### config.mk
export PLATFORM = sky130hd
export DESIGN_NAME = msf_frame_decoder
export DESIGN_NICKNAME = d
export VERILOG_FILES = /design/src/rtl/msf_pkg.sv /design/src/rtl/msf_symbol_classify.sv /design/src/rtl/msf_frame_decoder.sv
export SDC_FILE = /design/constraint.sdc
export NUM_CORES = 1
export LEC_CHECK = 0
export CAP_MARGIN = 0
export CORE_ASPECT_RATIO = 0.8
export CORE_UTILIZATION = 62
export DETAILED_ROUTE_END_ITERATION = 10
export PLACE_DENSITY_LB_ADDON = 0.12
export REMOVE_ABC_BUFFERS = 1
export SLEW_MARGIN = 20
export SYNTH_ARGS = -nofsm -noshare
export SYNTH_HDL_FRONTEND = slang
export SYNTH_SLANG_ARGS = --single-unit
### constraint.sdc
create_clock -name clk_i -period 7.2 [get_ports clk_i]
set_input_delay 1.44 -clock clk_i [delete_from_list [all_inputs] [get_ports clk_i]]
set_output_delay 1.44 -clock clk_i [all_outputs]
set_load 0.02 [all_outputs]
### src/rtl/msf_pkg.sv
// MSF decoder shared types: FSM states, second patterns
// and the per-second symbol bundle.
package msf_pkg;

  typedef enum logic [1:0] {
    HUNT    = 2'd0,
    COLLECT = 2'd1,
    CHECK   = 2'd2
  } state_e;

  localparam logic [9:0] PAT_00     = 10'b1000000000;
  localparam logic [9:0] PAT_10     = 10'b1100000000;
  localparam logic [9:0] PAT_01     = 10'b1010000000;
  localparam logic [9:0] PAT_11     = 10'b1110000000;
  localparam logic [9:0] PAT_MARKER = 10'b1111100000;

  typedef struct packed {
    logic is_marker;
    logic a;
    logic b;
    logic err;
  } symbol_t;

endpackage

### src/rtl/msf_symbol_classify.sv
// Maps one 10-slot carrier window (slot 0 = MSB)
// onto an MSF symbol.
import msf_pkg::*;

module msf_symbol_classify (
  input  logic [9:0] win_i,
  output symbol_t    sym_o
);

  always_comb begin
    sym_o = '0;
    case (win_i)
      PAT_00:     ;
      PAT_10:     sym_o.a = 1'b1;
      PAT_01:     sym_o.b = 1'b1;
      PAT_11: begin
        sym_o.a = 1'b1;
        sym_o.b = 1'b1;
      end
      PAT_MARKER: sym_o.is_marker = 1'b1;
      default:    sym_o.err = 1'b1;
    endcase
  end

endmodule

### src/rtl/msf_frame_decoder.sv
// Frames the 10 Hz carrier samples into seconds and
// emits one decoded MSF symbol per second.
import msf_pkg::*;

module msf_frame_decoder #(
  parameter int SAMPLES_PER_SEC = 10
) (
  input  logic       clk_i,
  input  logic       rst_i,
  input  logic       sample_valid_i,
  input  logic       sample_data_i,
  output logic       bits_valid_o,
  output logic       bits_is_second_00_o,
  output logic [1:0] bits_data_o,
  output logic       locked_o,
  output logic       error_o
);

  if (SAMPLES_PER_SEC != 10) begin : g_bad_rate
    $error("msf_frame_decoder: SAMPLES_PER_SEC must be 10");
  end

  state_e     state_q, state_d;
  logic [3:0] slot_q, slot_d;
  logic [9:0] win_q, win_d;
  logic [9:0] win_upd;
  logic       prev_q, prev_d;
  logic       valid_q, valid_d;
  logic       err_q, err_d;
  logic       marker_q, marker_d;
  logic [1:0] data_q, data_d;
  logic       locked_q, locked_d;
  symbol_t    sym;

  msf_symbol_classify u_classify (
    .win_i (win_upd),
    .sym_o (sym)
  );

  always_comb begin
    win_upd = win_q;
    win_upd[4'd9 - slot_q] = sample_data_i;
  end

  always_comb begin
    state_d  = state_q;
    slot_d   = slot_q;
    win_d    = win_q;
    prev_d   = prev_q;
    valid_d  = 1'b0;
    err_d    = 1'b0;
    marker_d = marker_q;
    data_d   = data_q;
    locked_d = locked_q;
    if (sample_valid_i) begin
      unique case (state_q)
        HUNT: begin
          prev_d = sample_data_i;
          if (!prev_q && sample_data_i) begin
            win_d   = PAT_00;
            slot_d  = 4'd1;
            state_d = COLLECT;
          end
        end
        COLLECT: begin
          win_d = win_upd;
          if (slot_q == 4'd9) begin
            slot_d = 4'd0;
            if (sym.err) begin
              err_d    = 1'b1;
              locked_d = 1'b0;
              prev_d   = 1'b0;
              state_d  = HUNT;
            end else begin
              valid_d  = 1'b1;
              marker_d = sym.is_marker;
              data_d   = {sym.a, sym.b};
              locked_d = 1'b1;
              state_d  = CHECK;
            end
          end else begin
            slot_d = slot_q + 4'd1;
          end
        end
        CHECK: begin
          if (sample_data_i) begin
            win_d   = PAT_00;
            slot_d  = 4'd1;
            state_d = COLLECT;
          end else begin
            // lost the second boundary; a 1 next re-arms at once
            err_d    = 1'b1;
            locked_d = 1'b0;
            prev_d   = 1'b0;
            state_d  = HUNT;
          end
        end
        default: state_d = HUNT;
      endcase
    end
  end

  always_ff @(posedge clk_i) begin
    if (rst_i) begin
      state_q  <= HUNT;
      slot_q   <= 4'd0;
      win_q    <= '0;
      prev_q   <= 1'b1;
      valid_q  <= 1'b0;
      err_q    <= 1'b0;
      marker_q <= 1'b0;
      data_q   <= 2'b00;
      locked_q <= 1'b0;
    end else begin
      state_q  <= state_d;
      slot_q   <= slot_d;
      win_q    <= win_d;
      prev_q   <= prev_d;
      valid_q  <= valid_d;
      err_q    <= err_d;
      marker_q <= marker_d;
      data_q   <= data_d;
      locked_q <= locked_d;
    end
  end

  assign bits_valid_o        = valid_q;
  assign bits_is_second_00_o = marker_q;
  assign bits_data_o         = data_q;
  assign locked_o            = locked_q;
  assign error_o             = err_q;

endmodule
# Word-level counts from Yosys, hierarchy flattened
# Index checks and enable logic that the tools add are counted.
# totals
mem_bits_ro	0
memories	0
reg_bits	23
wordCells	74
latch_bits	0
out_inout_bits	6
input_bits	4
ram_bits	0
# op_classes
n_div	0
n_mux	29
n_mul	0
magnitude_cmp	2
eq_ne	13
n_bitwise	3
shift	0
reduce_logical	16
add_sub_neg	2
# ops
operator	n
10-bit == test, second input constant	5
10-bit case mux with 3 select lines	1
10-bit 2-to-1 mux	2
1-bit 2-to-1 mux	13
4-bit 2-to-1 mux	3
4-bit case mux with 3 select lines	1
4-bit AND reduction	3
10-bit bitwise mux	1
2-bit inequality test, second input constant	5
2-bit 2-to-1 mux	3
2-bit case mux with 3 select lines	1
2-bit OR reduction	3
4-bit by 5-bit < comparator with 1-bit output, second input constant	1
5-bit AND reduction	1
5-bit OR reduction	1
4-bit by 1-bit adder with 4-bit output, second input constant	1
1-bit demux with 4-bit select	1
4-bit == test, second input constant	1
4-bit by 1-bit >= comparator with 1-bit output, second input constant	1
1-bit case mux with 2 select lines	2
4-bit OR reduction	1
4-bit subtractor, first input constant	1
1-bit inverter	3
1-bit case mux with 3 select lines	1
other kinds (8)	9

# Depth between registers and ports, before layout
# logic_depth
word_depth	11
ltp_mapped	10
ltp_nobuf	8

# Hierarchy
# Synthesis repeated with hierarchy kept, for this count alone.
# hier_totals
hier_cells	163
hier_area_um2	1443.9
# modules_own_cells
mod	area_per_inst_um2	instances	seq_area_each_um2	cells_each
msf_frame_decoder	1370.1	1	460.4	154
msf_symbol_classify	73.8	1	0.0	9

# Worst setup path after synthesis
# Ideal clock, no wire load.
# synth_path
path_kind	in2reg
start	input sample_data_i
end	register state_q[1]
n_path_buf	1
path_slack_ns	3.913
required_ns	7.104
stages	7
arrival_ns	3.191
setup_time_ns	0.096
cell_sequence	buf_2 > inv_2 > or3_1 > a22o_1 > o31a_1 > or3_4 > o41ai_2
# synth_between
elab_chain_len	6
elab_cells_between_ends	13
cone_classes	eq/ne: 6; mux: 4; reduce/logical: 3
# synth_lines
item	line	source
start, declared	msf_frame_decoder.sv:11	input logic sample_data_i,
10-bit bitwise mux	msf_frame_decoder.sv:42	win_upd[4'd9 - slot_q] = sample_data_i;
10-bit == test	msf_symbol_classify.sv:12	case (win_i)
5-bit OR reduction (no source line)	-	
2-bit 2-to-1 mux	msf_frame_decoder.sv:69	if (sym.err) begin
2-bit 2-to-1 mux	msf_frame_decoder.sv:67	if (slot_q == 4'd9) begin
2-bit case mux with 3 select lines	msf_frame_decoder.sv:56	unique case (state_q)
end signal, assigned	msf_frame_decoder.sv:115	state_q <= state_d;
end, declared	msf_frame_decoder.sv:23	state_e state_q, state_d;
# Parallel ways exist; a longest one is shown, timed or not. The select of a mux whose other input is x is not followed.
# A chain may end at the register's enable or synchronous reset.

# Worst setup path in the final report
# Same ends and word-level chain as after synthesis.

==> out/metrics.yaml <==
finalHoldViolCount: 0
dp.cells: 207
status: "finished, final reports clean"
gp_congestion: 0.956
tightestPinTransition_ps: 912
grt_pass1_wl_mm: 5.16
crit_type: "in2reg"
final_common_cell: "dfxtp_1"
fin_skew_ps: 9.79
synth.area.top_cells: "dfxtp_1, ha_1, nand2_1"
wl_per_cell_um: 14.3
num_rows: 15
syn2layout_area_growth_pct: 7.53
ys_ff_latch: 23
synth-edff-count: 0
cts_hold_buf: 0
grt_max_degree: 27
initial_core_util_pct: 66.4
die_y_um: 45.2
period_share_pct: 50.3
fin_crit_ps: 3620
postRouteAntennaNets: 0
syn_inst: 182
dp_hpwl_mm: 2.20
final_cell_mix: "dfxtp_1, nand2_1, nor2_1"
grt_overflow: 0
cts_resized: 0
layout-drive-gt1-share_pct: 5.91
clk_path_buf_depth: 2
critPathArrivalTime_ps: 3850
power.density_nw_per_um2: 152
clk_pin_slew_ps: 130
multi_input_area_sq_um: 917
grt_usage_pct: 26.6
fin_cells: 211
async_reset_ff_share_pct: 0
vias: 1297
cts_setup_buffers: 0
reg2regPathDepth: 8
fin_nets: 201
ir_drop_mv: 0.140
ys_types: 43
first_iter_violations: 39
cap_violations: 0
synth_ff_type: "dfxtp_1"
clkLatencyLatePin_ps: 320
cts_buffers: 3
end_kind: "register"
cp_max_fo: 10
avgSynthCellArea_sq_um: 7.95
via_per_inst: 6.15
antenna_found_initial: 0
regToRegSetupSlack_ps: 4340
clock-root-buffer: "clkbuf_4"
ff_latch_area_sq_um: 460
fp.dieW_um: 56
first_global_vias: 1177
cp-start-kind: "primary input"
cp.required_ps: 7430
routed_wl_mm: 3.01
core_sq_um: 2180
dieArea_sq_um: 2530
slew_headroom_pct: 39.0
port_buffers: 9
slew_viol_final: 0
n_fill_cell: 190
startpoint: "sample_data_i"
antenna_cells: 0
first_pass_iters: 4
seq_area_frac_synth_pct: 31.8
rsz0062_at_grt: "false"
worstSetupEndpoint: "state_q[1]$_SDFFE_PP0P_"
holdCritPathClass: "reg2reg"
synth_area_sq_um: 1450
boundaryPins: 10
p_leak_nw: 0.565
rr_startpoint: "slot_q[1]$_SDFFE_PP0P_"
yosysTopAreaCellShare_pct: 31.8
reg2reg_to: "state_q[1]$_SDFFE_PP0P_"
fmax_ghz: 0.276
yosys_warnings: 0
route.detailed.drc: 0
cts_sinks: 23
htreeDepth: 1
setup_viol: 0
synth_top_area_cell: "dfxtp_1"
cts_tree: "done"
finalSetupTns_ps: 0
## synth_stat cells, drive strengths merged, types with 3 or more instances
library cell,number
dfxtp,23
nand2,21
nor2,18
a21oi,15
ha,10
or3,10
o21ai,9
inv,8
clkbuf,7
nand3,7
a211oi,5
a21o,5
nand2b,5
nor2b,4
mux2i,3
nand4,3
o41ai,3
## cell type report
type | instances | area share (%)
Tap cell | 25 | 2.01
Inverter | 8 | 1.93
Timing Repair Buffer | 9 | 5.79
Multi-Input combinational cell | 142 | 59.0
Clock buffer | 4 | 1.69
Sequential cell | 23 | 29.6
## layer usage
layer / vias up / global-route usage [%] / wire (um)
li1: 653 / - / -
met1: 611 / 33.8 / 1440
met2: 27 / 45.0 / 1410
met3: 6 / 6.59 / 120
met4: 0 / 9.27 / 38
met5: - / 0 / 0
## worst max-delay path, cell delays in order
cell             delay [ps]
clkdlybuf4s50_1         620
inv_2                   140
or3_1                   430
a22o_1                  230
o31a_1                  270
or3_4                   430
o41ai_2                 290
## per-stage QoR
step | hold slack, ps | cell area (sq um) | power [mW] | util, % | setup slack (ps)
4_1_cts | 463 | 1560 | 0.237 | 71.4 | 3610
3_3_place_gp | 439 | 1530 | 0.175 | 70.2 | 3340
6_report | 463 | 1560 | 0.236 | 71.4 | 3580
2_1_floorplan | 422 | 1410 | 0.164 | - | 4090
5_1_grt | 478 | 1560 | 0.246 | 71.4 | 3510
3_5_place_dp | 444 | 1530 | 0.176 | 70.2 | 3270
## logic make-up (layout without fill, tap and decap cells)
| kind of cell | Yosys count | after routing | synth area share [%] |
|---|---|---|---|
| and+or+nand+nor | 78 | 78 | 27.5 |
| AOI/OAI and AO/OA | 47 | 47 | 22.2 |
| DFF | 23 | 23 | 31.8 |
| buffers and inverters | 17 | 21 | 4.76 |
| adders and majority gates | 10 | 10 | 8.65 |
| xor gates and xnor gates | 4 | 4 | 2.94 |
| muxes | 3 | 3 | 2.08 |
## flip-flops by register name, indices dropped and copies added, names as in the netlist
register and flops:
locked_o 1, bits_valid_o 1, bits_is_second_00_o 1, state_q 2, win_q 10, prev_q 1
error_o 1, slot_q 4, bits_data_o 2
## worst min path at each step
| stage | start | to | slack (ps) | cells past startpoint |
|---|---|---|---|---|
| finish | win_q[0]$_SDFFE_PP0P_ | win_q[0]$_SDFFE_PP0P_ | 460 | 2 |
| global route | win_q[9]$_SDFFE_PP0P_ | win_q[9]$_SDFFE_PP0P_ | 480 | 2 |
| CTS | win_q[1]$_SDFFE_PP0P_ | win_q[1]$_SDFFE_PP0P_ | 460 | 2 |
| detailed placement | win_q[1]$_SDFFE_PP0P_ | win_q[1]$_SDFFE_PP0P_ | 440 | 2 |
| global placement | win_q[0]$_SDFFE_PP0P_ | win_q[0]$_SDFFE_PP0P_ | 440 | 2 |
| floorplan | win_q[9]$_SDFFE_PP0P_ | win_q[9]$_SDFFE_PP0P_ | 420 | 2 |
## where the power goes
group	internal [mW]	leakage (nW)	switching, mW
registers	0.130	0.186	0.00323
logic	0.0145	0.364	0.0265
clock network	0.0217	0.0150	0.0396
total	0.167	0.565	0.0694
Power figures use the tool's default switching activity.
==> RTL edit 1 (same settings) <==
Re-encode `state_e` (3 states) as one-hot, 3 bits wide.
--- a/src/rtl/msf_pkg.sv
+++ b/src/rtl/msf_pkg.sv
@@ -2,10 +2,10 @@
 // and the per-second symbol bundle.
 package msf_pkg;
 
-  typedef enum logic [1:0] {
-    HUNT    = 2'd0,
-    COLLECT = 2'd1,
-    CHECK   = 2'd2
+  typedef enum logic [2:0] {
+    HUNT    = 3'b001,
+    COLLECT = 3'b010,
+    CHECK   = 3'b100
   } state_e;
 
   localparam logic [9:0] PAT_00     = 10'b1000000000;
Check against the original RTL: no difference found for any inputs over 10 cycles, from zero or initial values and one cycle with rst_i high; not proved beyond that.
==> RTL edit 1 against the unedited design <==
Design area up 3.1%. Fmax up 0.63%. Via count up 7.4%. Sequential cell count up 1. Synthesized area up 1.3%. First-iteration DRC count up 23%. Total power up 14%. Critical path depth unchanged. Combinational power down 26%. Routed wire length up 9.4%. Global-route usage up 1.5 points. Worst setup slack better by 0.023 ns.
==> RTL edit 1: results (changes against the unedited design) <==
metric	value	unit	change
registers with the most flip-flops	win_q (10), slot_q (4), state_q (3)		was win_q (10), slot_q (4)
total of buffers placed on input and output ports	9		unchanged
count of TritonRoute iterations in the first routing pass	4		unchanged
leading register cell type out of synthesis	sky130_fd_sc_hd__dfxtp_1		unchanged
Synth top cells by count	24 x sky130_fd_sc_hd__dfxtp_1, 19 x sky130_fd_sc_hd__a21oi_1, 17 x sky130_fd_sc_hd__nand2_1		was 23 x sky130_fd_sc_hd__dfxtp_1, 21 x sky130_fd_sc_hd__nand2_1, 18 x sky130_fd_sc_hd__nor2_1
weighted congestion reported at the end of routability-driven placement	0.865		was 0.956
Post-CTS Setup Repair Bufs	0		unchanged
total clock buffers created by CTS	3		unchanged
top area cells in the synthesized netlist	sky130_fd_sc_hd__dfxtp_1 33%, sky130_fd_sc_hd__a21oi_1 6.5%, sky130_fd_sc_hd__ha_1 5.1%		was sky130_fd_sc_hd__dfxtp_1 32%, sky130_fd_sc_hd__ha_1 8.7%, sky130_fd_sc_hd__nand2_1 5.4%
share of synthesized area occupied by flip-flops and latches	32.8	%	was 31.8%
overall global routing resource usage	28.1	%	was 26.6%
outcome	completed		unchanged
share of final-layout standard cells stronger than drive strength 1	5.76	%	was 5.91%
Reg-to-Reg Start	slot_q[1]		unchanged
final HPWL from detailed placement	2350	µm	was 2200 µm
worst min-delay path class	reg2reg		unchanged
Warnings, synthesis	0		unchanged
Worst R2R Path Depth	8		unchanged
vias in the first global route	1188		was 1177
Worst Hold Launch	win_q[6]		was win_q[0]
Reg-to-Reg End	state_q[2]		was state_q[1]
clk buf depth	2		unchanged
post-DR wirelength/cell	15.2	µm	was 14.3 µm
highest achievable clock rate	0.278	GHz	was 0.276 GHz
Hold Fails Final Rpt	0		unchanged
routed vias	1393		was 1297
number of nets in the layout	202		was 201
final worst clock skew	0.0112	ns	was 0.00979 ns
global-route wire length before repair	5460	µm	was 5160 µm
leakage	0.563	nW	was 0.565 nW
Critical Path Slowest Stage Cell	sky130_fd_sc_hd__clkdlybuf4s50_1		unchanged
pin count of the biggest net entering global routing	25		was 27
hold worst-path end	win_q[6]		was win_q[0]
worst-case headroom to the max-slew limit	29.6	%	was 39.0%
launch point of the worst path	sample_data_i		unchanged
data arrival time of the worst path	3.87	ns	was 3.85 ns
r2r setup slk	4.25	ns	was 4.34 ns
maximum fanout count along the critical path	9		was 10
worst skew pair latency	0.33	ns	
number of antenna violations at the first check in global routing	0		unchanged
distinct cell type count after synthesis	45		was 43
cell family with the largest share of critical-path delay	simple AND/OR/NAND/NOR gates		unchanged
crit-path max cell delay	0.66	ns	was 0.62 ns
Filler cells	180		was 190
clock-pin slew on the worst setup and hold paths	0.14	ns	
number of design-rule violations left by the first detailed-router iteration	48		was 39
maximum vdd ir drop	0.000173	V	was 0.000140 V
count of cells resized by post-cts repair	0		unchanged
H-tree lvl count	1		unchanged
[RTL edit 1: metal layers]
metal | GRT usage, % | wire length (µm)
met2 | 48.8 | 1540
met1 | 35.4 | 1540
met5 | 0 | 0
met4 | 9.27 | 27
met3 | 6.25 | 181
[RTL edit 1: final cells by class]
class / count / area [µm²] / share of cell area, %
Tap cell: 25 / 31.3 / 1.95
Clock buffer: 3 / 22.5 / 1.41
Inverter: 5 / 18.8 / 1.17
Sequential cell: 24 / 480 / 30.0
Multi-Input combinational cell: 149 / 930 / 58.0
Clock inverter: 1 / 30.0 / 1.87
Timing Repair Buffer: 9 / 90.1 / 5.62
[RTL edit 1: worst reg2reg max path, cell delays in order, from the launching register on]
cell,delay [ns]
sky130_fd_sc_hd__dfxtp_1,0.43
sky130_fd_sc_hd__inv_1,0.11
sky130_fd_sc_hd__ha_1,0.26
sky130_fd_sc_hd__xor2_1,0.61
sky130_fd_sc_hd__o21ai_0,0.30
sky130_fd_sc_hd__a22o_1,0.30
sky130_fd_sc_hd__o31a_1,0.33
sky130_fd_sc_hd__or3_4,0.43
sky130_fd_sc_hd__a21oi_2,0.13
[RTL edit 1: power breakdown]
part / leakage (nW) / total, W / switching, W / internal (W)
combinational: 0.341 / 0.0000304 / 0.0000185 / 0.0000119
clock: 0.0279 / 0.0000996 / 0.0000432 / 0.0000564
sequential: 0.194 / 0.000140 / 0.00000420 / 0.000136
[RTL edit 1: how the worst max path moves through the flow]
stage	cells after the start	slack, ns	end
floorplan	6	4.18	state_q[2]
global placement	7	3.35	state_q[2]
detailed placement	7	3.30	locked_o
CTS	7	3.63	locked_o
global route	7	3.52	prev_q
finish	7	3.60	state_q[2]
[RTL edit 1: cell families (layout without fill, tap and decap cells)]
kind of cell | Yosys count | after routing | synth area share (%)
xor gates and xnor gates | 4 | 4 | 2.39
DFF | 24 | 24 | 32.8
AOI/OAI and AO/OA | 53 | 53 | 22.5
buffers and inverters | 14 | 18 | 3.76
muxes | 5 | 5 | 3.42
and+or+nand+nor | 81 | 81 | 30.1
adders and majority gates | 6 | 6 | 5.12
[RTL edit 1: through the flow]
step                cell area (µm²)  hold slack (ns)  cells  power (W)  setup slack (ns)
finish                         1600            0.468    216   0.000270              3.60
global route                   1600            0.493    216   0.000280              3.52
CTS                            1600            0.466    216   0.000271              3.63
detailed placement             1550            0.446    212   0.000172              3.30
global placement               1550            0.442    212   0.000171              3.35
floorplan                      1430            0.422    178   0.000161              4.18
==> RTL edit 2 (config.mk and constraints unchanged) <==
Made on the original files. Remove the register `err_q`: a continuous assignment takes its place, so the output `error_o` follows one clock earlier.
--- a/src/rtl/msf_frame_decoder.sv
+++ b/src/rtl/msf_frame_decoder.sv
@@ -107,7 +107,6 @@
       win_q    <= '0;
       prev_q   <= 1'b1;
       valid_q  <= 1'b0;
-      err_q    <= 1'b0;
       marker_q <= 1'b0;
       data_q   <= 2'b00;
       locked_q <= 1'b0;
@@ -117,12 +116,13 @@
       win_q    <= win_d;
       prev_q   <= prev_d;
       valid_q  <= valid_d;
-      err_q    <= err_d;
       marker_q <= marker_d;
       data_q   <= data_d;
       locked_q <= locked_d;
     end
   end
+
+  assign err_q = err_d;
 
   assign bits_valid_o        = valid_q;
   assign bits_is_second_00_o = marker_q;
Function: same outputs for any inputs over 10 cycles, from zero or initial values and one cycle with rst_i high; that may be too few to reach the edited logic, so the function may still have changed.
==> RTL edit 2 against the unedited design <==
Worst setup slack worse by 2.2 ns. Core utilization is 4.0 points higher. Fmax fell by 37%. Non-clock buffer count did not move. Sequential cell count is 1 lower. Die area shrank 5.6%. Critical endpoint is now error_o. Clock power rose by 13%. Highest routed layer unchanged. Synthesized area down 5.9%. Sequential power decreased by 5%. Worst hold slack improved by 0.021 ns. Largest power group unchanged. Total power down 0.78%. Design area fell by 3.9%. Routed wire length rose by 0.60%.
==> RTL edit 2: results (changes against the unedited design) <==
metric	value	unit	change
outcome	completed		unchanged
share of final-layout standard cells stronger than drive strength 1	6.51	%	was 5.91%
worst-case headroom to the max-slew limit	44.2	%	was 39.0%
GR Layer Usage met2	43.9	%	was 45.0%
placed standard-cell area	0.00146	mm²	was 0.00153 mm²
final worst clock skew	0.0135	ns	was 0.00979 ns
share of synthesized area occupied by flip-flops and latches	32.4	%	was 31.8%
vias in the first global route	1114		was 1177
worst skew pair latency	0.32	ns	about the same
pin count of the biggest net entering global routing	19		was 27
Met3 Wirelength	202	µm	was 120 µm
worst setup slack before clock tree synthesis	1.48	ns	was 3.27 ns
number of design-rule violations left by the first detailed-router iteration	54		was 39
non-filler instance count after layout	193		was 211
overall global routing resource usage	28.2	%	was 26.6%
total clock buffers created by CTS	3		unchanged
cell count after synthesis	162		was 182
global-route wire length before repair	4760	µm	was 5160 µm
met1 usage in global routing	35.5	%	was 33.8%
met3 capacity usage during global routing	9.47	%	was 6.59%
detailed-routing wirelength on met1	1360	µm	was 1440 µm
leakage	0.556	nW	was 0.565 nW
data arrival time of the worst path	4.34	ns	was 3.85 ns
maximum vdd ir drop	0.000188	V	was 0.000140 V
top area cells in the synthesized netlist	sky130_fd_sc_hd__dfxtp_1 32%, sky130_fd_sc_hd__ha_1 9.2%, sky130_fd_sc_hd__nor2_1 5.5%		was sky130_fd_sc_hd__dfxtp_1 32%, sky130_fd_sc_hd__ha_1 8.7%, sky130_fd_sc_hd__nand2_1 5.4%
post-DR wirelength/cell	15.7	µm	was 14.3 µm
registers with the most flip-flops	win_q (10), slot_q (4)		unchanged
weighted congestion reported at the end of routability-driven placement	0.877		was 0.956
Async SR Flop Fraction	0	%	unchanged
number of nets in the layout	184		was 201
Synth top cells by count	22 x sky130_fd_sc_hd__dfxtp_1, 20 x sky130_fd_sc_hd__nor2_1, 16 x sky130_fd_sc_hd__nand2_1		was 23 x sky130_fd_sc_hd__dfxtp_1, 21 x sky130_fd_sc_hd__nand2_1, 18 x sky130_fd_sc_hd__nor2_1
routed vias	1239		was 1297
final HPWL from detailed placement	2210	µm	was 2200 µm
distinct cell type count after synthesis	44		was 43
maximum fanout count along the critical path	17		was 10
detailed-routed wire length on met2	1400	µm	was 1410 µm
leading register cell type out of synthesis	sky130_fd_sc_hd__dfxtp_1		unchanged
number of antenna violations at the first check in global routing	0		unchanged
## RTL edit 2: cell types whose count changed after synthesis, sizes merged, moves of 4 or more
| cell | delta |
|---|---|
| a21o | -4 |
| a21oi | -9 |
| nor2b | -4 |
| a211oi | -5 |
| nand2 | -5 |
| a2bb2oi | +7 |
| or3 | -7 |
## RTL edit 2: area by class of cell
cell class	count	area, µm²
clock buffer	4	36.3
multi-input combinational	126	867
inverter	8	30.0
timing repair buffer	9	90.1
fill	145	485
sequential	22	440
tap	24	30.0
## RTL edit 2: cells by family after synthesis
| logic type | after synthesis | synth area share (%) |
|---|---|---|
| adders and majority gates | 10 | 9.19 |
| DFF | 22 | 32.4 |
| buffers and inverters | 14 | 3.95 |
| muxes | 7 | 5.24 |
| AOI/OAI and AO/OA | 36 | 20.0 |
| and+or+nand+nor | 69 | 25.6 |
| xor gates and xnor gates | 4 | 3.68 |
## RTL edit 2: worst max-delay path, stage by stage
cell	delay (ns)
sky130_fd_sc_hd__clkdlybuf4s50_1	0.86
sky130_fd_sc_hd__nand4_1	0.25
sky130_fd_sc_hd__a22o_1	0.27
sky130_fd_sc_hd__o31a_1	0.29
sky130_fd_sc_hd__or3_4	0.43
sky130_fd_sc_hd__a41o_1	0.25
sky130_fd_sc_hd__clkdlybuf4s50_1	0.54
## RTL edit 2: worst paths after layout
kind	from	endpoint	slack, ns	depth (start not counted)
worst max-delay path	sample_data_i	error_o	1.42	7
worst min register to register	bits_data_o[1]	bits_data_o[1]	0.48	2
worst min-delay path	bits_data_o[1]	bits_data_o[1]	0.48	2
worst max register to register	slot_q[1]	locked_o	4.48	8
## RTL edit 2: where the power goes
group	switching [W]	total (W)	internal (W)
sequential	0.00000271	0.000127	0.000124
clock	0.0000384	0.0000693	0.0000310
combinational	0.0000241	0.0000379	0.0000138
